[config.mk]
export PLATFORM = sky130hd
export DESIGN_NAME = baud_tick_gen
export DESIGN_NICKNAME = d
export VERILOG_FILES = /design/src/rtl/baud_tick_gen.sv
export SDC_FILE = /design/constraint.sdc
export NUM_CORES = 1
export LEC_CHECK = 0
export BUFFER_PORTS_ARGS = -buffer_cell sky130_fd_sc_hd__clkbuf_2
export CAP_MARGIN = 20
export CORE_ASPECT_RATIO = 0.9
export CORE_MARGIN = 10
export CORE_UTILIZATION = 51
export DETAILED_ROUTE_END_ITERATION = 10
export PLACE_DENSITY = 0.83
export SLEW_MARGIN = 20
export SYNTH_ARGS = -nofsm -noshare
export SYNTH_HDL_FRONTEND = slang
export SYNTH_SLANG_ARGS = --single-unit
[constraint.sdc]
create_clock -name clk_in -period 2.1 [get_ports clk_in]
set_input_delay 0.105 -clock clk_in [delete_from_list [all_inputs] [get_ports clk_in]]
set_output_delay 0.105 -clock clk_in [all_outputs]
set_load 0.02 [all_outputs]
[src/rtl/baud_tick_gen.sv]
// Runtime-programmable baud tick generator: prescaler with square-wave output,
// oversample counter, bit-rate and mid-bit strobes, and start-bit phase realign.
module baud_tick_gen #(
  parameter int unsigned CNT_W       = 32,
  parameter int unsigned DIV_DEFAULT = 5200,
  parameter int unsigned OS_RATIO    = 16,
  parameter int unsigned OS_W        = 8
) (
  input  logic             clk_in,
  input  logic             reset,
  input  logic             enable,
  input  logic             load,
  input  logic [CNT_W-1:0] div_value,
  input  logic             sync,
  output logic [CNT_W-1:0] div_q,
  output logic             clk_div,
  output logic             os_tick,
  output logic             bit_tick,
  output logic             mid_tick,
  output logic             load_err
);

  localparam logic [CNT_W-1:0] DIV_RESET = CNT_W'(DIV_DEFAULT);
  localparam logic [OS_W-1:0]  OS_LAST   = OS_W'(OS_RATIO - 1);
  localparam logic [OS_W-1:0]  OS_MID    = OS_W'(OS_RATIO / 2 - 1);

  if (OS_RATIO < 2 || OS_RATIO > 256 || (OS_RATIO % 2) != 0 ||
      (64'd1 << OS_W) < 64'(OS_RATIO)) begin : g_bad_params
    $error("baud_tick_gen: OS_RATIO must be even, 2..256, and fit in OS_W bits");
  end

  logic [CNT_W-1:0] count_q,   count_d;
  logic [CNT_W-1:0] divisor_q, divisor_d;
  logic [OS_W-1:0]  os_cnt_q,  os_cnt_d;
  logic             clk_div_q,  clk_div_d;
  logic             os_tick_q,  os_tick_d;
  logic             bit_tick_q, bit_tick_d;
  logic             mid_tick_q, mid_tick_d;
  logic             load_err_q, load_err_d;

  logic load_ok;
  logic load_bad;
  logic terminal;

  assign load_ok  = load && (div_value != '0);
  assign load_bad = load && (div_value == '0);
  assign terminal = (count_q == divisor_q);

  always_comb begin
    // NOTE: every signal gets a default before any branch so no latch is inferred.
    count_d    = count_q;
    divisor_d  = divisor_q;
    os_cnt_d   = os_cnt_q;
    clk_div_d  = clk_div_q;
    os_tick_d  = 1'b0;
    bit_tick_d = 1'b0;
    mid_tick_d = 1'b0;
    load_err_d = load_err_q;

    // A load is accepted (or flagged) regardless of sync or enable.
    if (load_ok) begin
      divisor_d = div_value;
    end
    if (load_bad) begin
      load_err_d = 1'b1;
    end

    if (sync) begin
      count_d  = '0;
      os_cnt_d = '0;
    end else if (load_ok) begin
      count_d = '0;
    end else if (enable) begin
      if (terminal) begin
        count_d    = '0;
        clk_div_d  = ~clk_div_q;
        os_tick_d  = 1'b1;
        mid_tick_d = (os_cnt_q == OS_MID);
        if (os_cnt_q == OS_LAST) begin
          os_cnt_d   = '0;
          bit_tick_d = 1'b1;
        end else begin
          os_cnt_d = os_cnt_q + OS_W'(1);
        end
      end else begin
        count_d = count_q + CNT_W'(1);
      end
    end
  end

  // NOTE: sequential state uses non-blocking assignments only, so every flop
  // samples the pre-edge values regardless of statement order.
  always_ff @(posedge clk_in or negedge reset) begin
    if (!reset) begin
      count_q    <= '0;
      divisor_q  <= DIV_RESET;
      os_cnt_q   <= '0;
      clk_div_q  <= 1'b0;
      os_tick_q  <= 1'b0;
      bit_tick_q <= 1'b0;
      mid_tick_q <= 1'b0;
      load_err_q <= 1'b0;
    end else begin
      count_q    <= count_d;
      divisor_q  <= divisor_d;
      os_cnt_q   <= os_cnt_d;
      clk_div_q  <= clk_div_d;
      os_tick_q  <= os_tick_d;
      bit_tick_q <= bit_tick_d;
      mid_tick_q <= mid_tick_d;
      load_err_q <= load_err_d;
    end
  end

  assign div_q    = divisor_q;
  assign clk_div  = clk_div_q;
  assign os_tick  = os_tick_q;
  assign bit_tick = bit_tick_q;
  assign mid_tick = mid_tick_q;
  assign load_err = load_err_q;

endmodule

; Word-level counts from Yosys, hierarchy flattened
; Index checks and enable logic that the tools add are counted.
[word_totals]
out_inout_bits = 37
ff_bits = 77
input_bits = 37
elab_cells = 48
[op_classes]
eq_ne = 4
n_reduce_logical = 9
bitwise_logic = 3
mux = 22
n_addsub = 2
[ops]
columns = operator, count
row1 = $mux 32, 4
row2 = $mux 8, 5
row3 = $add 32x1->32 const B, 1
row4 = $eq 32x32->1, 1
row5 = $logic_not 32->1, 1
row6 = $reduce_bool 32->1, 1
row7 = $mux 1, 13
row8 = $add 8x1->8 const B, 1
row9 = $eq 8x3->1 const B, 1
row10 = $eq 8x4->1 const B, 1
row11 = $reduce_and 4->1, 1
row12 = $reduce_bool 2->1, 2
row13 = $not 1->1, 3
row14 = $reduce_and 3->1, 1
row15 = $reduce_bool 3->1, 1
row16 = $logic_and 1x1->1, 2
row17 = $ne 2x2->1 const B, 1

; Longest topological paths before layout
[logic_depth]
word_depth = 6
mapped_depth = 9
ltp_nobuf = 7

; Worst setup path after synthesis
; OpenSTA, ideal clock, no wires.
[synth_path]
kind = reg-to-reg
from = register divisor_q[4], in the netlist div_q[4]
to = register os_cnt_q[7]
stages_incl_launch_ff = 8
path_buffers = 1
setup_slack_ps = -44
required_ps = 1972
t_arrival_ps = 2017
setup_ps = 128
cell_sequence = dfstp_2 > xnor2_1 > nand4_1 > nor4_4 > nand4_1 > buf_2 > nor3_1 > mux2_1
[synth_between]
elab_chain_len = 3
[synth_lines]
columns = element, line_no
row1 = start: declaration, 33  ; logic [CNT_W-1:0] divisor_q, divisor_d;
row2 = start signal: assignment, 105  ; divisor_q <= divisor_d;
row3 = $eq 32x32->1, 47  ; assign terminal = (count_q == divisor_q);
row4 = $reduce_bool 2->1 (no source line), -
row5 = $reduce_and 3->1 (no source line), -
row6 = end signal: assignment, 106  ; os_cnt_q <= os_cnt_d;
row7 = end: declaration, 34  ; logic [OS_W-1:0] os_cnt_q, os_cnt_d;
; Every way passes these cells.
; A chain may end at the register's enable or synchronous reset.

; Final worst setup path
[layout_path]
from = register divisor_q[9], in the netlist div_q[9]
to = register os_cnt_q[2]
; The elaborated chain is that of the path after synthesis.

==> flow_metrics.env <==
export IMPL_cts_buffer_depth=2
export IMPL_synth_distinct_cells=43
export IMPL_cts_made_buffers=9
export IMPL_grt_pass1_wl_um=23800
export IMPL_yosys_warnings=0
export IMPL_status="finished, violations left"
export IMPL_netlist_area_um2=4160
export IMPL_r2r_cells=7
export IMPL_clkSinkCount=77
export IMPL_p_leak_nw=2.63
export IMPL_grt_pass1_vias=4433
export IMPL_fin_skew_ps=16.7
export IMPL_arrival_ps=2760
export IMPL_antenna_found_initial=0
export IMPL_numPortBuffers=73
export IMPL_rows=31
export IMPL_yosysSeqAreaShare=0.465
export IMPL_rsz0062_at_grt="yes"
export IMPL_slew_limit_headroom=0.643
export IMPL_ios=74
export IMPL_grt_max_degree=42
export IMPL_worst_slack_ps=-351
export IMPL_maxSlewViolCount=0
export IMPL_synth_top_area_share=0.439
export IMPL_synth_area_leaders="dfrtp_1, mux2_2, xnor2_1, a32o_1, nand4_1"
export IMPL_min_delay_start="div_value[11]"
export IMPL_final_antenna_net_count=0
export IMPL_final_common_cell="dfrtp_1"
export IMPL_h_tree_depth=3
export IMPL_tightest_slew_ps=535
export IMPL_hpwlAfterDp_um=9600
export IMPL_mostFrequentLayoutCells="dfrtp_1, clkbuf_2, buf_4"
export IMPL_initial_core_util=0.520
export IMPL_cts_root_buf="clkbuf_8"
export IMPL_clock_fmax_mhz=408
export IMPL_hold_path_class="in2reg"
export IMPL_max_cap_violations=0
export IMPL_whs_ps=-8.98
export IMPL_end_kind="register"
export IMPL_synth_seq_cells=77
export IMPL_r2r_setup_slack_ps=-350
export IMPL_syn_nets=443
export IMPL_die_area_um2=12200
export IMPL_cts_tree="done"
export IMPL_drive_gt1_frac=0.434
export IMPL_period_share=1.17
export IMPL_r2r_end="os_cnt_q[2]"
export IMPL_worstSkewPairLatency_ps=380
export IMPL_power_density_nw_per_um2=558
export IMPL_p_total_mw=3.29
export IMPL_drtPass1Iterations=7
export IMPL_die_w_um=115
export IMPL_clk_pin_slew_ps=90
export IMPL_worstSetupStartpointType="register"
export IMPL_hold_viol=2
export IMPL_cp_data_required_time_ps=2410
export IMPL_vias=4388
export IMPL_wl_per_cell_um=24.2
export IMPL_drt_iter0_markers=526
export IMPL_n_antenna_cell=0
export IMPL_synth_top_cell_by_area="dfrtp_1"
export IMPL_track_usage=0.245
export IMPL_crit_type="reg2reg"
export IMPL_holdPathEnd="div_q[11]"
export IMPL_worstPathMaxFanout=7
export IMPL_die_y_um=106
export IMPL_place_gp_congestion=0.893
export IMPL_drc=0
export IMPL_ir_drop_v=0.000409
export IMPL_syn_area_per_cell_um2=10.3
export IMPL_setup_viol=43
export IMPL_fin_util=0.736
export IMPL_totalWireLength_um=16300
export IMPL_worstHoldPathCells=2
export IMPL_overflow=0
export IMPL_syn_to_final_growth_pct=41.6
export IMPL_finalCriticalPeriod_ps=2450
export IMPL_synthCells=404
export IMPL_timing_rr_start="div_q[9]"
export IMPL_failed_checks="negative hold slack, negative setup slack"
export IMPL_design_core_area_um2=7990
export IMPL_vias_per_cell=6.50
export IMPL_nNetsFinal=610
-- repair_timing --
| action | in CTS | in global routing |
|---|---|---|
| hold buffers | 22 | 1 |
| buffers inserted | 4 | 4 |
| pin swaps | 18 | 12 |
| hold endpoints to repair | 56 | 1 |
| endpoints found under the setup margin | 34 | 45 |
| gates cloned | 1 | 2 |
| gates resized for setup | 19 | 41 |
-- where the power goes --
group / leakage [nW] / internal [mW] / switching [mW]
logic: 1.55 / 0.265 / 0.340
clock network: 0.0833 / 0.437 / 0.619
registers: 0.998 / 1.55 / 0.0740
total: 2.63 / 2.25 / 1.03
-- metal layers --
layer | vias to the layer above | global-route usage | routed length, um
met5 | - | 0 | 0
li1 | 1837 | - | -
met4 | 0 | 0.112 | 989
met3 | 97 | 0.0669 | 1670
met1 | 2104 | 0.285 | 5620
met2 | 350 | 0.410 | 8050
-- synthesized netlist by cell type (all sizes together) --
cell type	number
or3b	1
a2bb2oi	2
and3	16
o21a	3
mux2	35
nand3	15
o22ai	1
o31ai	1
nor3b	10
nor3	7
a311oi	2
xnor2	33
nand2	28
dfstp	4
a21o	5
inv	5
buf	7
or3	2
a32o	15
nor2	18
or4	5
o311a	1
a21boi	1
a21oi	15
ha	2
nand4	19
mux2i	4
a31oi	4
clkinv	1
nor4	16
and2	4
nor2b	5
clkbuf	15
o21ai	26
nand2b	2
dfrtp	73
and4b	1
-- registers in the layout, indices dropped and copies added, names as in the netlist --
name,cells
clk_div,1
os_tick,1
bit_tick,1
div_q,32
count_q,32
mid_tick,1
load_err,1
os_cnt_q,8
-- worst max-delay path by stage --
stage / slack, ps / to / start / depth (start not counted)
after detailed placement: -140 / os_cnt_q[5] / div_q[9] / 6
after floorplan: -20 / os_cnt_q[7] / div_q[6] / 7
final: -350 / os_cnt_q[2] / div_q[9] / 7
after global routing: -370 / os_cnt_q[5] / div_q[20] / 6
after global placement: -90 / count_q[21] / div_q[4] / 9
after CTS: -100 / os_cnt_q[5] / div_q[6] / 6
-- logic make-up after synthesis --
logic type               count (synthesis)  share of synthesized area
AO/OA/AOI/OAI                           76                      0.123
multiplexers                            39                      0.104
flip-flops                              77                      0.465
XOR/XNOR                                33                     0.0695
adder cells (fa/ha/maj)                  2                    0.00602
buffers and inverters                   28                     0.0280
AND/OR/NAND/NOR                        149                      0.204
-- cell type report --
type	instances	area (um2)
Multi-Input combinational cell	299	2310
Inverter	6	22.5
Clock buffer	10	128
Fill cell	474	2110
Clock inverter	6	46.3
Timing Repair Buffer	178	1330
Tap cell	99	124
Sequential cell	77	1930
-- per-stage QoR --
stage	setup slack, ps	hold slack, ps	cells	area (um2)	setup TNS (ps)
floorplan	-19.7	-191	404	4160	-19.7
global placement	-90.2	111	625	5120	-206
detailed placement	-139	117	625	5120	-1230
CTS	-99.1	2.35	668	5650	-564
global route	-371	-11.6	675	5880	-11090
finish	-351	-8.98	675	5880	-10370
-- worst max-delay path, stage by stage (launching register included) --
cell,delay (ps)
dfrtp_1,430
xnor2_2,210
nand4_1,340
nor4_4,440
nand4_1,230
buf_4,220
or3b_1,370
a21oi_1,150
No activity file was read; power rests on OpenSTA's default activity.
